## src/rtl/core_supervisor.sv

```systemverilog
// Run control for the matrix-multiplication cores: launches a masked subset together and reports completion.
// Latency: status/busy follow start by 1 cycle; done pulses 1 cycle after the last masked end_process is sampled.
// Backpressure: none; start is only accepted in IDLE and is otherwise dropped, and abort cancels LAUNCH/RUN.
// Optional feature: define CORE_SUPERVISOR_CYCLE_COUNTER_EN to build the RUN-cycle counter behind cycle_count.
module core_supervisor #(
  parameter int NUM_CORES     = 4,
  parameter int LAUNCH_CYCLES = 2
) (
  input  logic                   clock,
  input  logic                   reset,
  input  logic                   start,
  input  logic [NUM_CORES-1:0]   core_mask,
  input  logic                   abort,
  input  logic [NUM_CORES-1:0]   end_process,
  output logic [2*NUM_CORES-1:0] status,
  output logic                   busy,
  output logic                   done,
  output logic [NUM_CORES-1:0]   done_flags,
  output logic [31:0]            cycle_count
);

  typedef enum logic [1:0] {
    S_IDLE     = 2'd0,
    S_LAUNCH   = 2'd1,
    S_RUN      = 2'd2,
    S_COMPLETE = 2'd3
  } state_t;

  // Per-core command codes driven on status
  localparam logic [1:0] CMD_HOLD    = 2'b00;
  localparam logic [1:0] CMD_RUN     = 2'b01;
  localparam logic [1:0] CMD_DONE    = 2'b10;
  localparam logic [1:0] CMD_RESTART = 2'b11;

  // Launch counter only needs to reach LAUNCH_CYCLES-1
  localparam int CW = (LAUNCH_CYCLES > 1) ? $clog2(LAUNCH_CYCLES) : 1;
  localparam logic [CW-1:0] LAUNCH_LAST = CW'(LAUNCH_CYCLES - 1);

  state_t                   state;
  state_t                   state_nxt;
  logic [NUM_CORES-1:0]     mask_q;
  logic [NUM_CORES-1:0]     mask_nxt;
  logic [NUM_CORES-1:0]     flags_nxt;
  logic [NUM_CORES-1:0]     new_sets;
  logic [CW-1:0]            launch_cnt;
  logic [CW-1:0]            launch_cnt_nxt;
  logic [2*NUM_CORES-1:0]   status_nxt;

  // Next-state, mask and flag update; end_process only counts in RUN on masked cores
  always_comb begin
    state_nxt      = state;
    mask_nxt       = mask_q;
    flags_nxt      = done_flags;
    launch_cnt_nxt = launch_cnt;
    new_sets       = end_process & mask_q;
    case (state)
      S_IDLE: begin
        if (start) begin
          mask_nxt       = core_mask;
          flags_nxt      = '0;
          launch_cnt_nxt = '0;
          state_nxt      = S_LAUNCH;
        end
      end
      S_LAUNCH: begin
        if (abort) begin
          state_nxt = S_IDLE;
        end else if (launch_cnt == LAUNCH_LAST) begin
          state_nxt = S_RUN;
        end else begin
          launch_cnt_nxt = launch_cnt + CW'(1);
        end
      end
      S_RUN: begin
        // Abort wins over completion and leaves the flags exactly as they were
        if (abort) begin
          state_nxt = S_IDLE;
        end else begin
          flags_nxt = done_flags | new_sets;
          if ((flags_nxt & mask_q) == mask_q) begin
            state_nxt = S_COMPLETE;
          end
        end
      end
      S_COMPLETE: begin
        state_nxt = S_IDLE;
      end
      default: begin
        state_nxt = S_IDLE;
      end
    endcase
  end

  // Decode the per-core command from where the FSM is going, so status is registered with the state
  always_comb begin
    status_nxt = '0;
    for (int n = 0; n < NUM_CORES; n++) begin
      case (state_nxt)
        S_LAUNCH: status_nxt[2*n +: 2] = mask_nxt[n] ? CMD_RESTART : CMD_HOLD;
        S_RUN: begin
          if (!mask_nxt[n])      status_nxt[2*n +: 2] = CMD_HOLD;
          else if (flags_nxt[n]) status_nxt[2*n +: 2] = CMD_DONE;
          else                   status_nxt[2*n +: 2] = CMD_RUN;
        end
        default: status_nxt[2*n +: 2] = flags_nxt[n] ? CMD_DONE : CMD_HOLD;
      endcase
    end
  end

  // FSM state and all registered outputs
  always_ff @(posedge clock or posedge reset) begin
    if (reset) begin
      state      <= S_IDLE;
      mask_q     <= '0;
      done_flags <= '0;
      launch_cnt <= '0;
      status     <= '0;
      busy       <= 1'b0;
      done       <= 1'b0;
    end else begin
      state      <= state_nxt;
      mask_q     <= mask_nxt;
      done_flags <= flags_nxt;
      launch_cnt <= launch_cnt_nxt;
      status     <= status_nxt;
      busy       <= (state_nxt != S_IDLE);
      done       <= (state_nxt == S_COMPLETE);
    end
  end

`ifdef CORE_SUPERVISOR_CYCLE_COUNTER_EN
  // Saturating count of RUN cycles; cleared on an accepted start, frozen by abort and outside RUN
  always_ff @(posedge clock or posedge reset) begin
    if (reset) begin
      cycle_count <= '0;
    end else if (state == S_IDLE && start) begin
      cycle_count <= '0;
    end else if (state == S_RUN && !abort && cycle_count != 32'hFFFF_FFFF) begin
      cycle_count <= cycle_count + 32'd1;
    end
  end
`else
  assign cycle_count = '0;
`endif

endmodule

```

## config.mk

```make
export PLATFORM = sky130hd
export DESIGN_NAME = core_supervisor
export DESIGN_NICKNAME = d
export VERILOG_FILES = /design/src/rtl/core_supervisor.sv
export SDC_FILE = /design/constraint.sdc
export NUM_CORES = 1
export LEC_CHECK = 0
export ABC_AREA = 0
export CAP_MARGIN = 5
export CORE_ASPECT_RATIO = 0.9
export CORE_MARGIN = 3
export CORE_UTILIZATION = 45
export DETAILED_ROUTE_END_ITERATION = 8
export DONT_BUFFER_PORTS = 1
export PLACE_DENSITY = 0.57
export SLEW_MARGIN = 20
export SYNTH_ARGS = -nofsm -noshare
export SYNTH_HDL_FRONTEND = slang
export SYNTH_SLANG_ARGS = --single-unit
```

## constraint.sdc

```tcl
create_clock -name clock -period 4.4 [get_ports clock]
set_input_delay 0.88 -clock clock [delete_from_list [all_inputs] [get_ports clock]]
set_output_delay 0.88 -clock clock [all_outputs]
set_load 0.03 [all_outputs]
```

* After elaboration in Yosys (flattened, before gate mapping)
Cells that the tools add are included.
W data, S select, Z words.
** Operators by class
- Add/sub/neg operators :: 1
- Equality and inequality tests :: 9
- Multiplexer cells :: 35
- Bitwise gates (word level) :: 3
- Reduce and logical (&&, ||, !) cells :: 4
** Operators with widths (number)
- $mux W2 :: 21
- $mux W4 :: 4
- $pmux W2 S2 :: 4
- $and A4 B4 Y4 :: 2
- $eq A2 B2 Y1 const B :: 4
- $pmux W2 S4 :: 1
- $pmux W4 S2 :: 1
- $eq A2 B1 Y1 const B :: 2
- $eq A4 B4 Y1 :: 1
- $ne A2 B2 Y1 const B :: 2
- $or A4 B4 Y4 :: 1
- $reduce_bool A2 Y1 :: 2
- $mux W1 :: 3
- $reduce_and A3 Y1 :: 1
- $logic_not A2 Y1 :: 1
- $pmux W1 S2 :: 1
- $add A1 B1 Y1 const B :: 1
** Storage, ports and cells
- Register bits :: 21
- Input port bits :: 12
- Output and inout port bits :: 46
- Logic and storage cells :: 59

* Longest topological paths before layout
Gate-level depths: netlist of run 1.
- Depth in word-level cells :: 9
- Depth in mapped cells :: 9
- Depth with buffers taken out :: 9

* Worst setup path before layout of run 1
OpenSTA, ideal clock, no wires.
- Path type :: input-to-reg
- From :: in end_process[0]
- To :: reg status[1]
- Setup time :: 121 ps
- Data arrival time :: 2384 ps
- Data required time :: 4279 ps
- Path slack :: 1895 ps
- Stages on the path :: 7
- Buffers on the path :: 0
- Path through :: or3b_2 nand4_1 o21ai_0 ha_1 nor2b_1 nor2b_4 a22o_2
** On the way
- Longest elaborated chain between the ends :: 9
- Elaborated cells between the ends (all ways) :: 15
- Classes of those cells :: eq/ne (3); mux (9); bitwise (3)
** Ends and longest elaborated chain
- from (decl) :: line 14 : input logic [NUM_CORES-1:0] end_process,
- $and A4 B4 Y4 * :: line 55 : new_sets = end_process & mask_q;
- $or A4 B4 Y4 * :: line 79 : flags_nxt = done_flags | new_sets;
- $and A4 B4 Y4 * :: line 80 : if ((flags_nxt & mask_q) == mask_q) begin
- $eq A4 B4 Y1 * :: line 80
- $mux W2 * :: line 80
- $mux W2 * :: line 76 : if (abort) begin
- $pmux W2 S4 * :: line 56 : case (state)
- net state_nxt[0] :: line 40 : state_t state_nxt;
- $eq A2 B2 Y1 or $eq A2 B1 Y1 (tied branches) :: line 98 : case (state_nxt)
- $pmux W2 S2 * :: line 98
- net status_nxt[1] :: line 47 : logic [2*NUM_CORES-1:0] status_nxt;
- to (signal assigned) :: line 125 : status <= status_nxt;
- to (decl) :: line 15 : output logic [2*NUM_CORES-1:0] status,
Mark *: on every way through the listed nets, which the timed path passes. The rest lies on a longest branch.
A chain may end at the register's enable or synchronous reset.

* Worst setup path in the final report of run 1
- From :: in abort
- To :: reg status[7]
** On the way
- Elaborated cells between the ends (all ways) :: 11
- Classes of those cells :: eq/ne (2); mux (9)
** RTL lines
- from (decl) :: line 13 : input logic abort,
- $mux W2, on equally long branches :: line 76, 66
- $pmux W2 S4 * :: line 56
- net state_nxt[0] :: line 40
- $eq A2 B2 Y1 or $eq A2 B1 Y1 (tied branches) :: line 98
- $pmux W2 S2 * :: line 98
- net status_nxt[7] :: line 47
Marked as above.

==> flow_metrics.py, run 1 <==
metrics = {
    "run_status": {
        "status": "complete, no violations",
    },
    "clock_tree": {
        "cts_hold_buf": 0,
        "clkTransAtPathRegs_ps": 120,
        "htree_levels": 1,
        "max-clock-path-buffers": 2,
        "post_cts.repair.setup_buffers": 0,
        "cts_root_buffer": "clkbuf_4",
        "cts_tree": "built",
        "clock-sinks": 21,
        "clock_latency_ps": 310,
        "ctsResizeCount": 0,
        "cts_made_buffers": 3,
    },
    "placed_design": {
        "gp_routability_congestion": 0.772,
        "place_hpwl_um": 1650,
        "io_buffers": 0,
        "dp_cells": 157,
    },
    "power": {
        "vdd_drop_max_mv": 0.192,
        "total_power_mw": 0.760,
        "power_density_nw_per_um2": 654,
        "leakage_nw": 0.597,
    },
    "yosys": {
        "yosys-top-cells-count": "32 x buf_4, 21 x dfrtp_1, 18 x nand2_1",
        "synth_edf_count": 0,
        "synth_area_leader_cell": "dfrtp_1",
        "synth_cells": 131,
        "ys_seq_elements": 21,
        "synth_area_leaders": "dfrtp_1 43%, buf_4 19%, nand2_1 5.5%",
        "async_flop_share_pct": 100,
        "yosysMostFrequentCell": "buf_4",
        "yosysWarnings": 0,
        "synthFlopType": "dfrtp_1",
        "yosysTopAreaCellShare_pct": 42.5,
        "syn-cell-area_um2": 1240,
        "ys_seq_area_share_pct": 42.5,
        "syn_avg_cell_area_um2": 9.44,
        "synth_cell_types": 26,
    },
    "timing": {
        "setup_viol": 0,
        "tightest_slew_ps": 775,
        "min_period_over_period_pct": 55.3,
        "finalCriticalPeriod_ps": 2430,
        "fmax_mhz": 411,
        "slew_violations": 0,
        "rsz0062_at_grt": "false",
        "hold_viol": 0,
        "finalClockSkew_ps": 6.57,
        "slew_headroom_pct": 48.3,
        "fin_tns_setup_ps": 0,
    },
    "worst_setup_path": {
        "crit_path_cell_trace": "nor3b_2 > nand4_1 > o21ai_0 > ha_1 > nor2b_1 > nor2b_4 > a22o_2",
        "arrival_ps": 2690,
        "reg2reg_depth": 7,
        "worstSetupPathType": "primary input to flop",
        "crit_buf_inv": 0,
        "critPathLaunchType": "primary input",
        "ff2ff_setup_slack_ps": 1980,
        "cpPeakStageDelay_ps": 360,
        "end_kind": "flop",
        "rr_startpoint": "state[1]",
        "rr_endpoint": "status[7]",
        "crit_fanout": 6,
        "critPathSlowestCell": "ha_1",
        "worstPathRequired_ps": 4660,
        "path_delay_family": "simple AND/OR/NAND/NOR gates",
    },
    "floorplan": {
        "die_area_um2": 3410,
        "fp-row-count": 17,
        "die_h_um": 55.7,
        "initial_core_util_pct": 48.8,
        "ios": 58,
        "die_x_um": 61.2,
        "coreArea_um2": 2530,
    },
    "detailed_routing": {
        "drtIter0Drc": 43,
        "drcViolationCount": 0,
        "wire_per_inst_um": 13.6,
        "via_per_inst": 5.07,
        "detail-route-antenna-nets": 0,
        "vias": 817,
        "dr.pass1.iters": 4,
        "routed_wl_um": 2200,
    },
    "finish": {
        "stdcell_count": 161,
        "layout.nets": 150,
        "area_delta_synth_final_pct": -5.97,
        "fillCellCount": 253,
        "n_antenna_cell": 0,
        "drive_gt1_share_pct": 8.27,
    },
    "hold_path": {
        "min_path_type": "primary input to async pin",
    },
    "global_routing": {
        "grt_max_degree": 22,
        "antenna_found_initial": 0,
        "grt.overflow.total": 0,
        "grt_pass1_vias": 727,
        "grt_usage_pct": 13.3,
        "grt_first_pass_wirelength_um": 3480,
    },
    "job": {
        "drv_cap": 0,
    },
}
placed cells by master (no fill, tap or decap):
cell type / instances
conb_1: 32
dfrtp_1: 21
nand2_1: 18
nor2_1: 9
a21oi_1: 9
o21bai_1: 5
inv_1: 4
a31oi_1: 4
o21ai_1: 4
a22o_2: 4
ha_1: 4
o21ai_0: 3
clkbuf_4: 3
or3b_1: 1
nor3_2: 1
mux2i_1: 1
or3b_2: 1
a22oi_1: 1
nor3b_2: 1
nand4_1: 1
or2b_1: 1
nand3b_1: 1
o21a_1: 1
nor2b_1: 1
nor2b_4: 1
clkbuf_1: 1
worst max-delay path by stage:
stage / from / to / slack (ps) / depth (start not counted)
global route: state[1] / status[7] / 1780 / 7
CTS: done_flags[0] / status[1] / 2000 / 7
detailed placement: end_process[0] / status[1] / 1670 / 7
global placement: end_process[0] / status[5] / 1690 / 7
finish: abort / status[7] / 1970 / 7
floorplan: end_process[0] / status[1] / 1890 / 7
per-layer routing:
layer,GRT usage [%],part of all wire [%],vias up
li1,-,-,379
met1,17.3,41,372
met2,20.2,44,64
met3,5.10,14,2
met4,3.72,0.96,0
met5,0,0,-
cells by family (layout without fill, tap and decap cells):
group | Yosys count | count (layout) | share of synthesized area, %
other | 1 | 32 | 0.303
buffers and inverters | 37 | 8 | 21.6
and+or+nand+nor | 36 | 36 | 14.8
adders and majority gates | 4 | 4 | 4.05
AOI/OAI and AO/OA | 31 | 31 | 16.0
DFF | 21 | 21 | 42.5
muxes | 1 | 1 | 0.810
report_power, final:
group | switching, mW | internal (mW) | leakage (nW)
sequential | 0.130 | 0.256 | 0.278
clock | 0.0611 | 0.0354 | 0.0150
combinational | 0.177 | 0.101 | 0.304
flip-flops by register name, summed over array words and instances (netlist names):
register and cells:
done_flags 4, launch_cnt 1, done 1, status 8
state 2, busy 1, mask_q 4
cell type report:
type                    count  area (µm²)  area share, %
multi-input cells         104         561           48.2
clock buffers               4        26.3           2.26
inverters                   4        15.0           1.29
well taps                  28        35.0           3.01
flip-flops and latches     21         526           45.2
per-stage QoR:
stage | setup slack [ps] | hold slack [ps] | util (%) | cell area [µm²]
after detailed placement | 1670 | 567 | 44.9 | 1140
final | 1970 | 576 | 45.9 | 1160
after floorplan | 1890 | 504 | - | 1350
after CTS | 2000 | 594 | 45.9 | 1160
after global routing | 1780 | 620 | 45.9 | 1160
after global placement | 1690 | 524 | 44.9 | 1140
No activity file was read; power rests on OpenSTA's default activity.
==> run 2, diff against run 1 <==
- clock period: 4.4 -> 2.5 ns (I/O delays scaled with it)
==> flow_metrics.py, run 2 (synthesis gave the netlist of run 1 again) <==
metrics = {
    "finish": {
        "drive_gt1_share_pct": 10.9,
        "largest_reg_flops": 8,
        "layout.nets": 154,
        "reg.largest.list": "status (8), done_flags (4), mask_q (4)",
        "layout_common_cells": "32 x conb_1, 21 x dfrtp_1, 18 x nand2_1",
        "max_flop_register": "status",
        "stdcell_count": 165,
        "area_delta_synth_final_pct": -3.54,
        "final_common_cell": "conb_1",
        "n_antenna_cell": 0,
    },
    "clock_tree": {
        "clock_latency_ps": 300,
        "post_cts.repair.setup_buffers": 0,
        "cts_tree": "built",
        "cts_root_buffer": "clkbuf_4",
        "max-clock-path-buffers": 2,
        "cts_made_buffers": 3,
        "htree_levels": 1,
        "clkTransAtPathRegs_ps": 110,
        "clock-sinks": 21,
        "ctsResizeCount": 0,
        "cts_hold_buf": 0,
    },
    "floorplan": {
        "initial_core_util_pct": 48.8,
        "die_h_um": 55.7,
        "ios": 58,
        "coreArea_um2": 2530,
        "die_area_um2": 3410,
        "fp-row-count": 17,
        "die_x_um": 61.2,
    },
    "worst_setup_path": {
        "cpPeakStageDelay_ps": 450,
        "worstSetupPathType": "flop to flop",
        "critPathSlowestCell": "or3b_2",
        "critPathLaunchType": "flop",
        "rr_endpoint": "status[1]",
        "crit_fanout": 6,
        "end_kind": "flop",
        "worstPathRequired_ps": 2700,
        "ff2ff_setup_slack_ps": 260,
        "arrival_ps": 2440,
        "rr_startpoint": "mask_q[0]",
        "crit_path_start": "mask_q[0]",
        "reg2reg_depth": 7,
        "crit_end": "status[1]",
        "crit_path_cell_trace": "or3b_2 > nand4_1 > o21ai_0 > ha_1 > nor2b_1 > nor2b_4 > a22o_2",
    },
    "global_routing": {
        "grt_pass1_vias": 738,
        "grt.overflow.total": 0,
        "grt_max_degree": 22,
        "grt_first_pass_wirelength_um": 3500,
        "antenna_found_initial": 0,
        "grt_usage_pct": 13.8,
    },
    "placed_design": {
        "dp_cells": 161,
        "io_buffers": 0,
        "gp_routability_congestion": 0.800,
        "place_hpwl_um": 1680,
    },
    "timing": {
        "hold_viol": 0,
        "hold_ws_ps": 198,
        "rsz0062_at_grt": "false",
        "slew_violations": 0,
        "finalCriticalPeriod_ps": 2240,
        "fin_tns_setup_ps": 0,
        "fmax_mhz": 446,
        "tightest_slew_ps": 748,
        "setup_viol": 0,
        "slew_headroom_pct": 50.1,
        "finalClockSkew_ps": 8.33,
        "min_period_over_period_pct": 89.7,
    },
    "power": {
        "vdd_drop_max_mv": 0.309,
        "power_density_nw_per_um2": 1120,
        "leakage_nw": 0.619,
    },
    "job": {
        "drv_cap": 0,
    },
    "run_status": {
        "status": "complete, no violations",
    },
    "detailed_routing": {
        "drcViolationCount": 0,
        "wire_per_inst_um": 13.1,
        "dr.pass1.iters": 4,
        "detail-route-antenna-nets": 0,
        "drtIter0Drc": 22,
        "vias": 804,
        "via_per_inst": 4.87,
        "routed_wl_um": 2170,
    },
    "hold_path": {
        "min_path_type": "primary input to async pin",
    },
}
## run 2: cell types whose count changed in the layout (fill, tap and decap cells not counted)
cell   previous run  this run
buf_4             0         4
## run 2: final cells by class
cell class / instances / area [µm²]
tap: 28 / 35.0
multi-input combinational: 104 / 561
sequential: 21 / 526
fill: 248 / 1340
clock buffer: 4 / 26.3
timing repair buffer: 4 / 30.0
inverter: 4 / 15.0
## run 2: per-layer routing
metal | vias up | global-route usage, % | share of wire (%)
met5 | - | 0 | 0
met3 | 4 | 4.18 | 11
met2 | 47 | 20.4 | 44
met4 | 0 | 8.36 | 2.6
met1 | 363 | 17.1 | 42
li1 | 390 | - | -
## run 2: worst min path at each step
stage,to,cells after the start
5_1_grt,status[3],1
2_1_floorplan,busy,1
3_5_place_dp,launch_cnt,2
4_1_cts,status[3],1
6_report,status[3],1
3_3_place_gp,launch_cnt,2
## run 2: per-stage QoR
stage	utilization [%]	area (µm²)	setup slack [ps]	total power, mW
finish	47.1	1190	257	1.33
global route	47.1	1190	114	1.44
CTS	47.1	1190	251	1.35
detailed placement	46.1	1170	191	1.18
global placement	46.1	1170	211	1.17
floorplan	-	1350	375	1.11
## run 2: report_power, final
group / internal (mW) / leakage (nW) / total (mW) / switching [mW]
Combinational: 0.185 / 0.326 / 0.509 / 0.324
Clock: 0.0623 / 0.0150 / 0.160 / 0.0976
Sequential: 0.451 / 0.278 / 0.667 / 0.215
## run 2: worst max-delay path: cells and delay by family (launching register included)
| family | cells | cell delay [ps] |
|---|---|---|
| AND/OR/NAND/NOR | 4 | 920 |
| flip-flops | 1 | 420 |
| adder cells (fa/ha/maj) | 1 | 340 |
| AO/OA/AOI/OAI | 2 | 440 |
==> run 3, diff against run 2 <==
- ABC_AREA: 0 -> unset
==> results of run 3 <==
The final DEF is identical to that of run 2; final timing and power are the same.
